[config.mk]
export PLATFORM = sky130hd
export DESIGN_NAME = uart_mmio
export DESIGN_NICKNAME = d
export VERILOG_FILES = /design/src/rtl/uart_mmio.sv
export SDC_FILE = /design/constraint.sdc
export NUM_CORES = 1
export LEC_CHECK = 0
export ABC_AREA = 1
export BUFFER_PORTS_ARGS = -buffer_cell sky130_fd_sc_hd__buf_2
export CAP_MARGIN = 25
export CORE_MARGIN = 1
export CORE_UTILIZATION = 49
export CTS_BUF_LIST = sky130_fd_sc_hd__clkbuf_8
export CTS_CLUSTER_DIAMETER = 40
export DETAILED_ROUTE_END_ITERATION = 10
export PLACE_DENSITY = 0.74
export SYNTH_ARGS = -nofsm -noshare
export SYNTH_HDL_FRONTEND = slang
export SYNTH_SLANG_ARGS = --single-unit
export TNS_END_PERCENT = 10
[constraint.sdc]
create_clock -name clk -period 4.95 [get_ports clk]
set_input_delay 0.495 -clock clk [delete_from_list [all_inputs] [get_ports clk]]
set_output_delay 0.495 -clock clk [all_outputs]
set_load 0.02 [all_outputs]
[src/rtl/uart_mmio.sv]
// Memory-mapped full-duplex UART: TX/RX FIFOs, programmable divisor,
// sticky error flags and a level interrupt.
module uart_mmio #(
   parameter int CLK_FREQ_HZ = 25000000,
   parameter int BAUD_RATE   = 115200,
   parameter int TX_DEPTH    = 8,
   parameter int RX_DEPTH    = 8
) (
   input  logic        clk,
   input  logic        resetn,
   input  logic        sel,
   input  logic [1:0]  reg_addr,
   input  logic [31:0] wdata,
   input  logic        wstrb,
   input  logic        rstrb,
   output logic [31:0] rdata,
   input  logic        uart_rx,
   output logic        uart_tx,
   output logic        irq
);
   localparam int TXW = $clog2(TX_DEPTH);
   localparam int RXW = $clog2(RX_DEPTH);
   localparam logic [15:0] DIV_RST = 16'(CLK_FREQ_HZ / BAUD_RATE);

   typedef enum logic [1:0] {IDLE, START, DATA, STOP} state_t;

   logic [15:0] div;
   logic [1:0]  irq_en;
   logic        rx_ovr, frame_err, tx_ovf;

   logic wr_data, rd_data, wr_stat, wr_div, wr_irq;
   assign wr_data = sel & wstrb & (reg_addr == 2'd0);
   assign rd_data = sel & rstrb & (reg_addr == 2'd0);
   assign wr_stat = sel & wstrb & (reg_addr == 2'd1);
   assign wr_div  = sel & wstrb & (reg_addr == 2'd2);
   assign wr_irq  = sel & wstrb & (reg_addr == 2'd3);

   logic unused;
   assign unused = ^wdata[31:16];

   // TX FIFO
   logic [7:0]   tx_mem [TX_DEPTH];
   logic [TXW:0] tx_wp, tx_rp;
   logic         tx_fempty, tx_full, tx_push, tx_pop;
   logic [7:0]   tx_head;

   assign tx_fempty = tx_wp == tx_rp;
   assign tx_full   = (tx_wp[TXW] != tx_rp[TXW]) &&
                      (tx_wp[TXW-1:0] == tx_rp[TXW-1:0]);
   assign tx_push   = wr_data & (~tx_full | tx_pop);
   assign tx_head   = tx_mem[tx_rp[TXW-1:0]];

   always_ff @(posedge clk)
      if (tx_push) tx_mem[tx_wp[TXW-1:0]] <= wdata[7:0];

   // RX FIFO
   logic [7:0]   rx_mem [RX_DEPTH];
   logic [RXW:0] rx_wp, rx_rp;
   logic         rx_fempty, rx_full, rx_push, rx_pop, rx_req, rx_ferr;
   logic [7:0]   rx_head, rx_sh;

   assign rx_fempty = rx_wp == rx_rp;
   assign rx_full   = (rx_wp[RXW] != rx_rp[RXW]) &&
                      (rx_wp[RXW-1:0] == rx_rp[RXW-1:0]);
   assign rx_pop    = rd_data & ~rx_fempty;
   assign rx_push   = rx_req & (~rx_full | rx_pop);
   assign rx_head   = rx_mem[rx_rp[RXW-1:0]];

   always_ff @(posedge clk)
      if (rx_push) rx_mem[rx_wp[RXW-1:0]] <= rx_sh;

   always_ff @(posedge clk or negedge resetn) begin
      if (!resetn) begin
         tx_wp <= '0;
         tx_rp <= '0;
         rx_wp <= '0;
         rx_rp <= '0;
      end else begin
         if (tx_push) tx_wp <= tx_wp + 1'b1;
         if (tx_pop)  tx_rp <= tx_rp + 1'b1;
         if (rx_push) rx_wp <= rx_wp + 1'b1;
         if (rx_pop)  rx_rp <= rx_rp + 1'b1;
      end
   end

   // TX engine; the divisor is frozen per frame
   state_t      tx_st;
   logic [15:0] tx_div, tx_cnt;
   logic [7:0]  tx_sh;
   logic [2:0]  tx_bit;
   logic        tx_tick, tx_empty;

   assign tx_tick  = tx_cnt == tx_div - 16'd1;
   assign tx_pop   = ~tx_fempty &
                     ((tx_st == IDLE) | ((tx_st == STOP) & tx_tick));
   assign tx_empty = tx_fempty & (tx_st == IDLE);

   always_ff @(posedge clk or negedge resetn) begin
      if (!resetn) begin
         tx_st   <= IDLE;
         tx_div  <= DIV_RST;
         tx_cnt  <= '0;
         tx_sh   <= '0;
         tx_bit  <= '0;
         uart_tx <= 1'b1;
      end else begin
         unique case (tx_st)
            IDLE: if (tx_pop) begin
               tx_st   <= START;
               tx_sh   <= tx_head;
               tx_div  <= div;
               tx_cnt  <= '0;
               uart_tx <= 1'b0;
            end
            START: if (tx_tick) begin
               tx_st   <= DATA;
               tx_cnt  <= '0;
               tx_bit  <= '0;
               uart_tx <= tx_sh[0];
            end else tx_cnt <= tx_cnt + 16'd1;
            DATA: if (tx_tick) begin
               tx_cnt <= '0;
               if (tx_bit == 3'd7) begin
                  tx_st   <= STOP;
                  uart_tx <= 1'b1;
               end else begin
                  tx_bit  <= tx_bit + 3'd1;
                  tx_sh   <= {1'b0, tx_sh[7:1]};
                  uart_tx <= tx_sh[1];
               end
            end else tx_cnt <= tx_cnt + 16'd1;
            STOP: if (tx_tick) begin
               tx_cnt <= '0;
               if (tx_pop) begin
                  tx_st   <= START;
                  tx_sh   <= tx_head;
                  tx_div  <= div;
                  uart_tx <= 1'b0;
               end else tx_st <= IDLE;
            end else tx_cnt <= tx_cnt + 16'd1;
         endcase
      end
   end

   // RX engine behind a 2-flop synchroniser
   state_t      rx_st;
   logic        rx_s1, rx_s2, rx_prev, rx_tick;
   logic [15:0] rx_div, rx_cnt, rx_lim;
   logic [2:0]  rx_bit;

   assign rx_lim  = (rx_st == START) ? {1'b0, rx_div[15:1]} - 16'd1
                                     : rx_div - 16'd1;
   assign rx_tick = rx_cnt == rx_lim;
   assign rx_req  = (rx_st == STOP) & rx_tick & rx_s2;
   assign rx_ferr = (rx_st == STOP) & rx_tick & ~rx_s2;

   always_ff @(posedge clk or negedge resetn) begin
      if (!resetn) begin
         rx_s1   <= 1'b1;
         rx_s2   <= 1'b1;
         rx_prev <= 1'b1;
         rx_st   <= IDLE;
         rx_div  <= DIV_RST;
         rx_cnt  <= '0;
         rx_sh   <= '0;
         rx_bit  <= '0;
      end else begin
         rx_s1   <= uart_rx;
         rx_s2   <= rx_s1;
         rx_prev <= rx_s2;
         unique case (rx_st)
            IDLE: if (rx_prev & ~rx_s2) begin
               rx_st  <= START;
               rx_div <= div;
               rx_cnt <= '0;
            end
            START: if (rx_tick) begin
               rx_cnt <= '0;
               rx_bit <= '0;
               rx_st  <= rx_s2 ? IDLE : DATA;
            end else rx_cnt <= rx_cnt + 16'd1;
            DATA: if (rx_tick) begin
               rx_cnt <= '0;
               rx_sh  <= {rx_s2, rx_sh[7:1]};
               if (rx_bit == 3'd7) rx_st <= STOP;
               else rx_bit <= rx_bit + 3'd1;
            end else rx_cnt <= rx_cnt + 16'd1;
            STOP: if (rx_tick) rx_st <= IDLE;
               else rx_cnt <= rx_cnt + 16'd1;
         endcase
      end
   end

   // control registers; a set beats a same-cycle clear
   always_ff @(posedge clk or negedge resetn) begin
      if (!resetn) begin
         div       <= DIV_RST;
         irq_en    <= '0;
         rx_ovr    <= 1'b0;
         frame_err <= 1'b0;
         tx_ovf    <= 1'b0;
         irq       <= 1'b0;
      end else begin
         if (wr_div) div <= (wdata[15:0] < 16'd4) ? 16'd4 : wdata[15:0];
         if (wr_irq) irq_en <= wdata[1:0];
         rx_ovr    <= (rx_req & ~rx_push) |
                      (rx_ovr & ~(wr_stat & wdata[4]));
         frame_err <= rx_ferr | (frame_err & ~(wr_stat & wdata[5]));
         tx_ovf    <= (wr_data & ~tx_push) |
                      (tx_ovf & ~(wr_stat & wdata[6]));
         irq       <= (irq_en[0] & ~rx_fempty) | (irq_en[1] & tx_empty);
      end
   end

   always_comb begin
      rdata = '0;
      if (sel) begin
         unique case (reg_addr)
            2'd0: rdata = {22'b0, ~rx_fempty, 1'b0, rx_head};
            2'd1: rdata = {22'b0, tx_full, 2'b0, tx_ovf, frame_err, rx_ovr,
                           rx_full, ~rx_fempty, tx_empty, tx_full};
            2'd2: rdata = {16'b0, div};
            2'd3: rdata = {30'b0, irq_en};
         endcase
      end
   end
endmodule

After elaboration in Yosys (flattened, before gate mapping)
Memory sizes are Yosys's and may differ from the RTL's.
Index checks and enable logic that the tools add are counted.
{"block": "totals", "regBits": 132, "mem_bits_rw": 128, "output_inout_bits": 34, "wordCells": 186, "memories": 2}
{"block": "classes", "n_addsub": 11, "n_lt_le_gt_ge": 1, "n_eq_ne": 32, "mux": 51, "n_bitwise": 44, "n_reduce_logical": 21}
{"memory": "rx_mem", "depth": 8, "word_bits": 8, "read_ports": 1, "rd_clocked_by_memory_dff": 0, "write_ports": 1, "line_no": "57", "text": "logic [7:0] rx_mem [RX_DEPTH];"}
{"memory": "tx_mem", "depth": 8, "word_bits": 8, "read_ports": 1, "rd_clocked_by_memory_dff": 0, "write_ports": 1, "line_no": "42", "text": "logic [7:0] tx_mem [TX_DEPTH];"}
{"operator": "2-to-1 mux 16 bit", "n": 9}
{"operator": "one-hot mux 32 bit (4 select lines)", "n": 1}
{"operator": "one-hot mux 16 bit (2 select lines)", "n": 2}
{"operator": "one-hot mux 16 bit (3 select lines)", "n": 1}
{"operator": "adder 16 x 1 -> 16 bit (second input constant)", "n": 2}
{"operator": "== test 16 bit", "n": 2}
{"operator": "2-to-1 mux 32 bit", "n": 1}
{"operator": "2-to-1 mux 8 bit", "n": 4}
{"operator": "subtractor 16 x 1 -> 16 bit (second input constant)", "n": 2}
{"operator": "bitwise AND 1 bit", "n": 27}
{"operator": "inequality test 2 bit (second input constant)", "n": 13}
{"operator": "one-hot mux 8 bit (3 select lines)", "n": 1}
{"operator": "2-to-1 mux 2 bit", "n": 11}
{"operator": "2-to-1 mux 3 bit", "n": 6}
{"operator": "adder 4 x 1 -> 4 bit (second input constant)", "n": 4}
{"operator": "less-than comparator 16 x 3 -> 1 bit (second input constant)", "n": 1}
{"operator": "one-hot mux 2 bit (4 select lines)", "n": 2}
{"operator": "subtractor 15 x 1 -> 16 bit (second input constant)", "n": 1}
{"operator": "== test 2 bit (second input constant)", "n": 6}
{"operator": "one-hot mux 3 bit (2 select lines)", "n": 2}
{"operator": "AND reduction 4 bit", "n": 3}
{"operator": "2-to-1 mux 1 bit", "n": 10}
{"operator": "inverter 1 bit", "n": 10}
{"operator": "AND reduction 5 bit", "n": 2}
{"operator": "16 further kinds", "n": 37}

Depth between registers and ports, before layout
Gate-level depths: netlist of run 1.
{"block": "logic_depth", "ltp_word": 10, "mapped_depth": 24}

Least setup slack after synthesis of run 1
Ideal clock, no wire load.
{"block": "synth_path", "kind": "register to register", "from": "reg (tool-made name)", "to": "mem rx_mem[6][0], enable pin", "setup_time_ps": 383, "arrival_ps": 3146, "path_slack_ps": 1421, "path_stages_with_launch": 19, "n_path_buf": 2, "path_cell_list": "dfrtp_1 -> inv_1 -> ha_1 -> buf_6 -> inv_4 -> buf_6 -> nand2_1 -> nand2_1 -> ha_1 -> nand3_1 -> nor2_4 -> nand2_2 -> xor2_1 -> inv_2 -> nor2_1 -> nand3_2 -> nor3_4 -> nand3_4 -> nor3_1"}
{"element": "to (decl)", "line_no": "57"}

==> metrics.md, run 1 <==
| Metric | Value |
|---|---|
| Status | complete, but fails checks |
| Violations in the final reports | negative hold slack |
| Worst hold slack after final layout | -0.01611 ns |
| Clock tree from TritonCTS | built |
| Hold Path Class | input port to async pin |
| DRT Pass-1 Iters | 5 |
| Area after DPL | between 10000 and 15000 um^2 |
| Antenna fix cells | 0 |
| Filler instances | around 2500 |
| Cell count after synthesis | around 1600 |
| Master of the slowest instance on the critical path | dfrtp_1 |
| Setup repair after global routing missed its margin | no |
| Pin count of the biggest net entering global routing | 94 |
| Post-synthesis sequential element count | 260 |
| Critical R2R Capture | rx_mem[7][6] |
| Boundary Pins | 74 |
| Final hold violation count | 5 |
| Number of resized instances in the post-cts repair step | 0 |
| Type of the worst setup path | register to register |
| Count of hold-fix buffers inserted at cts | 0 |
| Area of combinational cells with multiple inputs | between 5000 and 6000 um^2 |
| Total number of nets in the final design | around 1700 |
| Power density cells | 575.1 nW/um^2 |
| Tot Pwr | ~8.8 mW |
| Setup repair bufs after CTS | 0 |
| Worst path required time | about 5.2 ns |
| # port buffers | a little over 40 |
| HPWL reported at the end of detailed placement | 21700 um |
| Worst reg2reg path depth | 18 |
| Pins Over Slew Limit | 0 |
| Crit path largest cell delay | approximately 0.4 ns |
| Core Box Area | between 20000 and 30000 um^2 |
| Final-layout setup total negative slack | 0 ns |
| Initial antenna violation count | 0 |
| Maximum root-to-sink buffer count | 3 |
| Crit-path max FO | 34 |
| Share of cells above drive strength 1 | ~12% |
| Yosys synthesis warning count | 0 |
| Number of DRC markers in iteration 0 | 774 |
| Max-slew headroom | 33.96% |
| X dimension of the die | approximately 170 um |
| Yosys top cell by area | edfxtp_1 |
| Ordered cell list for the critical path | inv_1 -> ha_1 -> buf_4 -> inv_4 -> nand2_1 -> nand2_1 -> ha_1 -> nand3_1 -> nor2_4 -> nand2_2 -> o21ai_0 -> nand4_1 -> nor2_1 -> nand3_2 -> nor3_4 -> nand3_4 -> nor3_1 -> buf_4 |
| Share of power burned in the clock network | roughly a quarter |
| Total number of placement rows | 60 |
| Global-route wire length before repair | around 51000 um |
| Routed WL | a little over 30000 um |
| Total Routing Usage GR | between 20% and 30% |
| Source-to-sink clock delay at the later pin of the worst-skew pair | between 0.5 and 0.6 ns |
| Sequential element share of the synthesized area | a little over half |
| Post-synthesis area per instance | roughly 8.7 um^2 |
| Transition time at the pin with the least slew margin | 0.9878 ns |
| Number of nets still failing antenna checks after routing | 0 |
| Sequential share of power | roughly a third |
| Count of flip-flops with a built-in enable after synthesis | 128 |
| Setup crit start kind | register |
| Worst supply voltage drop on vdd | between 0.0002 and 0.0003 V |
| Total setup violations reported at the end of the flow | 0 |
| Die height | between 150 and 200 um |
| CP Capture Type | register |
| Proportion of register bits with asynchronous set or reset after synthesis | between 50% and 60% |
| DR WL/cell | about 15 um |
| Minimum setup slack among reg-to-reg paths | about 1.1 ns |
| Worst path arrival time | 4.14 ns |
| Synthesis-to-layout area growth | 11.04% |
| Via count | approximately 11000 |
| Clock slew at reported path FFs | roughly 0.06 ns |
| Switching component of the power | 3.709 mW |
| Synth unique cells | between 50 and 60 |
| Number of buffers created by CTS | 45 |
| Portion of total power attributed to combinational logic | 42.2% |
| MaxCap Viol Count | 0 |
| Post-layout min period | roughly 3.9 ns |
| Via/cell ratio | between 5 and 6 |
| Grt ovf | 0 |
| Die Area | 28660 um^2 |
| Power Internal | between 5 and 6 mW |
| Final cycle utilization of the critical path | 78.30% |
| Synth area leaders | edfxtp_1 (28%), dfrtp_1 (21%), nand2_1 (12%) |
| DRC violations left | 0 |
| Summed area of non-filler cells in the final layout | between 15000 and 20000 um^2 |
| Initial core utilization | 50.47% |
| Last weighted congestion value of the routability-driven placer | ~0.9 |
| Netlist area before placement | 13710 um^2 |
| Via count of the first global-routing pass | between 10000 and 15000 |
| Switching portion of total power | between 40% and 50% |
| Fmax achieved | 258.0 MHz |
| Main synth FF type | edfxtp_1 |
| Cell leakage power | roughly 6.7 nW |
| Total clock sinks | 260 |
| Utilization of the core after routing | between 50 and 60% |
| Clk_skew | around 0.024 ns |
| Reg area | a little over 7000 um^2 |
| H-tree lvl count | 2 |
| CTS Root Cell | clkbuf_8 |
| Share of Yosys cell area claimed by the top area cell type | approximately 28% |
==> flip-flops by register name, summed over array words and instances, names as in the netlist, 8 cells and up, named ones only <==
signal  flops
div        16
rx_cnt     16
rx_div     16
rx_mem     64
rx_sh       8
tx_cnt     16
tx_div     16
tx_mem     64
tx_sh       8
==> placed cells by master, fill, tap and decap left out, types with 4 or more instances in the layout <==
cell / Yosys / routed
o21ai_1: 6 / 6
nor2_4: 7 / 7
a21oi_1: 26 / 26
conb_1: 1 / 16
nor3_1: 22 / 22
a32o_1: 4 / 4
clkbuf_8: 0 / 54
a221oi_1: 4 / 4
nand2_4: 7 / 7
xnor2_1: 14 / 14
nor2_2: 11 / 11
a31oi_1: 11 / 11
clkinv_1: 3 / 6
nor2_1: 156 / 156
nand3b_1: 7 / 7
nor4_1: 5 / 5
dfstp_2: 19 / 19
nand3_1: 88 / 88
bufinv_16: 0 / 5
nand4_1: 26 / 26
inv_1: 133 / 149
nand2_2: 16 / 16
o21ai_0: 134 / 134
xor2_1: 42 / 42
a22oi_1: 4 / 4
o221ai_1: 7 / 7
nand2_1: 429 / 429
buf_4: 18 / 21
edfxtp_1: 128 / 128
o211ai_1: 5 / 5
o22ai_1: 29 / 29
ha_1: 21 / 21
dfrtp_1: 113 / 113
buf_2: 4 / 40
==> layer usage <==
metal	vias up	routed length (um)	share of wire, %	global-route usage [%]
met5	-	0	0	0
met4	0	1168	3.8	9.910
met3	77	1691	5.5	3.451
met2	308	14460	47	36.52
met1	5068	13440	44	29.06
li1	5352	-	-	-
==> power groups by stage <==
stage | clock network (mW) | logic [mW] | registers (mW)
finish | 2.13 | 3.70 | 2.93
global route | 2.28 | 4.22 | 2.98
CTS | 2.18 | 3.69 | 2.93
detailed placement | 0 | 3.68 | 2.96
global placement | 0 | 3.58 | 2.95
floorplan | 0 | 3.04 | 2.83
==> synth_stat cells, types with 2 or more instances <==
library cell,number
dfrtp_1,113
nor2_4,7
or2_2,3
nand2_2,16
clkinv_1,3
a31oi_1,11
a221oi_1,4
nand2_1,429
xnor2_1,14
nand3b_1,7
o21ai_0,134
a32o_1,4
clkbuf_1,41
nor4_1,5
nand3_1,88
o211ai_1,5
ha_1,21
nand2_4,7
nor3_1,22
o31ai_1,3
nor3b_1,3
edfxtp_1,128
nand3_4,2
o221ai_1,7
nand4_1,26
nand3_2,2
xor2_1,42
dfstp_2,19
inv_2,3
buf_4,18
nor3_4,2
o21ai_1,6
buf_2,4
o22ai_1,29
o21bai_1,2
a211oi_1,2
inv_1,133
nor2_2,11
nor2_1,156
a21oi_1,26
buf_6,5
a22oi_1,4
==> through the flow <==
| step | setup slack (ns) | hold WS (ns) | instances |
|---|---|---|---|
| floorplan | 1.421 | 0.1994 | 1593 |
| global placement | 1.240 | 0.3483 | 1957 |
| detailed placement | 1.126 | 0.3481 | 1957 |
| CTS | 1.088 | 0.01478 | 2040 |
| global route | 0.7170 | 0.01468 | 2040 |
| finish | 1.074 | -0.01611 | 2040 |
==> how the worst max path moves through the flow <==
stage	startpoint	end	slack, ns	cells after the start
finish	register	rx_mem[7][6]	1.07	18
global route	register	rx_mem[3][0]	0.72	20
CTS	register	rx_mem[7][7]	1.09	18
detailed placement	register	rx_mem[7][2]	1.13	18
global placement	register	rx_mem[5][1]	1.24	18
floorplan	register	rx_mem[6][0]	1.42	18
==> critical path: cells and delay by family (launching register included) <==
kind	cells	cell delay, ns
simple gates	11	1.79
fa+ha+maj	2	0.41
flops	1	0.39
compound gates	1	0.21
buf+inv	4	0.78
==> cells by family (layout without fill, tap and decap cells) <==
group	count (synthesis)	count (layout)	share of synthesized area [%]
buffers and inverters	210	285	6.651
flip-flops	260	260	52.29
AND/OR/NAND/NOR	788	788	25.38
adder cells (fa/ha/maj)	21	21	1.916
other	1	16	0.02734
XOR/XNOR	57	57	3.741
AO/OA/AOI/OAI	241	241	9.999
==> area by class of cell <==
class	count	share of cell area, %
clock buffers	54	4.880
clock inverters	29	1.734
inverters	140	3.467
multi-input cells	1123	37.35
flip-flops and latches	260	47.09
well taps	372	3.056
repair buffers	62	2.424
(Power assumes the default switching activity.)
==> run 2, diff against run 1 <==
PLACE_DENSITY = 0.77   (was 0.74)
clock period = 3.5 ns   (was 4.95 ns; I/O delays follow)
==> run 2 against run 1 <==
Net effect: the flow now finishes without violations; maximum frequency up 17%; setup slack got worse by 0.89 ns; die area stayed put; sequential cell count unchanged; sequential power is 41% higher; critical path type unchanged; largest power group unchanged.
==> metrics.md, run 2 (synthesis gave the netlist of run 1 again) <==
| Metric | Value |
|---|---|
| Status | finished, final reports clean |
| Total setup violations reported at the end of the flow | 0 (unchanged) |
| Die height | 169.3 um (unchanged) |
| Total Routing Usage GR | 22.40% (+0.21 points) |
| Die Area | 28660 um^2 (unchanged) |
| Uppermost metal layer occupied by signal nets | met4 |
| Startpoint of the worst-slack reg-to-reg timing path | tx_div[0] |
| Setup crit start kind | register |
| MaxCap Viol Count | 0 (unchanged) |
| Synthesis-to-layout area growth | 12.46% |
| DRC violations left | 0 (unchanged) |
| Number of buffers created by CTS | 45 (unchanged) |
| Maximum root-to-sink buffer count | 3 (unchanged) |
| Number of nets still failing antenna checks after routing | 0 (unchanged) |
| Routed wire length on met2 | 15580 um (+7.7%) |
| # port buffers | 41 (unchanged) |
| Number of DRC markers in iteration 0 | 995 (+29%) |
| Initial core utilization | 50.47% (unchanged) |
| Worst reg2reg path depth | 18 (unchanged) |
| Setup repair after global routing missed its margin | yes |
| HP Start | wdata[15] |
| Fmax achieved | 301.9 MHz (+17%) |
| First element of the critical path | tx_div[0] |
| HPWL reported at the end of detailed placement | 22390 um (+3.2%) |
| CP Capture Type | register |
| Crit-path max FO | 14 (-59%) |
| Kind of cell adding the most delay to the critical path | simple AND/OR/NAND/NOR gates |
| Master of the slowest instance on the critical path | dfstp_2 |
| Met1 wire length | 13620 um (+1.4%) |
| Top cell by count, worst path | nand2_1 |
| Final cycle utilization of the critical path | 94.63% (+16 points) |
| Power density cells | 808.8 nW/um^2 (+41%) |
| Type of the worst setup path | register to register |
| Filler instances | 2414 (-2.3%) |
| Buf/Inv on CP | 3 (-1) |
| Number of cells in the design after placement | 1972 (+0.77%) |
| Routed WL | 31850 um (+3.5%) |
| Clock tree from TritonCTS | built |
| CTS Root Cell | clkbuf_8 |
| Final hold violation count | 0 (-5) |
| X dimension of the die | 169.3 um (unchanged) |
| Source-to-sink clock delay at the later pin of the worst-skew pair | 0.57 ns (about the same) |
| Met3 Routed Length | 1940 um (+15%) |
| Max-slew headroom | 31.33% (-2.6 points) |
| Total number of placement rows | 60 (unchanged) |
| Clk_skew | 0.01997 ns (-0.003938 ns) |
| Pins Over Slew Limit | 0 (unchanged) |
| Clock slew at reported path FFs | 0.06 ns (about the same) |
| Via/cell ratio | 5.374 (+1.5%) |
| Grt ovf | 0 (unchanged) |
| Worst path arrival time | 3.59 ns (-0.55 ns) |
| H-tree lvl count | 2 (unchanged) |
| Initial antenna violation count | 1 (+1) |
| Hold Path Class | input port to register |
| Area after DPL | 14340 um^2 (+0.81%) |
| Final Non-Filler Cells | 2064 (+1.2%) |
| Worst supply voltage drop on vdd | 0.0003804 V (+48%) |
| Most common cell after layout, fill and taps aside | nand2_1 |
| Ordered cell list for the critical path | inv_1 -> ha_1 -> nand2_2 -> inv_1 -> nand2_1 -> nand2_1 -> nand3_1 -> nand2_1 -> nor2_1 -> nand2_1 -> nor2_1 -> nand3_4 -> nand2_4 -> nand2_4 -> nand2_1 -> nand2_2 -> nor3_1 -> buf_4 |
| Pin count of the biggest net entering global routing | 106 (+13%) |
| Global-route wire length before repair | 51600 um (+1.7%) |
| DRT Pass-1 Iters | 5 (unchanged) |
| Total clock sinks | 260 (unchanged) |
| Worst path required time | 3.77 ns (-1.45 ns) |
| Via count | 11090 (+2.6%) |
| Post-layout min period | 3.312 ns (-0.5637 ns) |
| Worst setup path endpoint | tx_mem[4][5] |
| Share of cells above drive strength 1 | 13.72% (+1.6 points) |
| Last weighted congestion value of the routability-driven placer | 0.9039 (+2.6%) |
| Total number of nets in the final design | 1716 (+1.4%) |
| DR WL/cell | 15.43 um (+2.3%) |
| Minimum setup slack among reg-to-reg paths | 0.19 ns (-0.89 ns) |
| Crit path largest cell delay | 0.55 ns (+0.16 ns) |
| Boundary Pins | 74 (unchanged) |
| Most frequent cells in the layout | nand2_1 (429), nor2_1 (153), inv_1 (143) |
| Cell leakage power | 6.833 nW (+1.7%) |
| Via count of the first global-routing pass | 10530 (+2.3%) |
| Critical R2R Capture | tx_mem[4][5] |
| Transition time at the pin with the least slew margin | 1.029 ns (+0.04119 ns) |
| Utilization of the core after routing | 56.75% (+0.72 points) |
| Crit path depth | 18 (unchanged) |
| Core Box Area | 27180 um^2 (unchanged) |
| Summed area of non-filler cells in the final layout | 15420 um^2 (+1.3%) |
==> run 2: cell count changes in the layout (fill, tap and decap cells not counted), moves of 2 or more <==
cell           before  now
buf_4              21   37
inv_1             149  143
clkbuf_8           54   49
clkinv_2            2    7
dlygate4sd3_1       0    4
clkinv_1            6    9
nor2_1            156  153
nor2_2             11   14
buf_6               1    3
inv_6               1    3
==> run 2: power by group <==
group          internal (mW)  leakage, nW  switching (mW)  total (mW)
Clock                   1.61        0.525            1.28        2.89
Sequential              3.69         2.86           0.453        4.14
Combinational           1.80         3.45            3.64        5.45
==> run 2: per-stage QoR <==
| stage | hold WS, ns | setup WS [ns] | TNS (ns) | power (mW) |
|---|---|---|---|---|
| after global routing | 0.01367 | -0.04785 | -0.2240 | 13.41 |
| after floorplan | 0.05441 | -0.02908 | -1.859 | 8.296 |
| after detailed placement | 0.3516 | 0.03196 | 0 | 9.486 |
| after global placement | 0.3483 | 0.1713 | 0 | 9.316 |
| after CTS | 0.001214 | 0.01500 | 0 | 12.43 |
| final | 0.02434 | 0.1880 | 0 | 12.48 |
==> run 2: layout make-up <==
class                   count  area [um^2]  area share [%]
diodes                      1        2.502         0.01622
clock buffers              49        674.4           4.373
clock inverters            34        276.5           1.793
inverters                 140        528.0           3.423
multi-input cells        1123         5725           37.12
flip-flops and latches    260         7172           46.50
well taps                 372        465.4           3.018
repair buffers             85        579.3           3.756
==> run 2: worst min path at each step <==
stage,to,cells after the start
final,div[15],3
after global routing,div[8],3
after CTS,div[15],3
after detailed placement,rx_s2,0
after global placement,rx_s2,0
after floorplan,async pin,0
==> run 2: worst register-to-register path, cell delays in order (launching register included) <==
cell and delay [ns]:
dfstp_2 0.55, inv_1 0.07, ha_1 0.23, nand2_2 0.13, inv_1 0.07, nand2_1 0.05
nand2_1 0.06, nand3_1 0.10, nand2_1 0.06, nor2_1 0.12, nand2_1 0.06, nor2_1 0.17
nand3_4 0.18, nand2_4 0.22, nand2_4 0.12, nand2_1 0.11, nand2_2 0.17, nor3_1 0.34
buf_4 0.23
==> run 2: what timing repair did <==
action | in CTS | in global routing
hold buffers | 4 | 0
setup buffers | 0 | 3
hold endpoints to repair | 87 | 0
endpoints found under the setup margin | 0 | 81
resized for setup | 0 | 11
==> run 2: routing by layer <==
metal	vias to the layer above	GRT usage, %
li1	5408	-
met1	5285	28.74
met2	340	38.99
met3	58	3.685
met4	0	6.502
met5	-	0
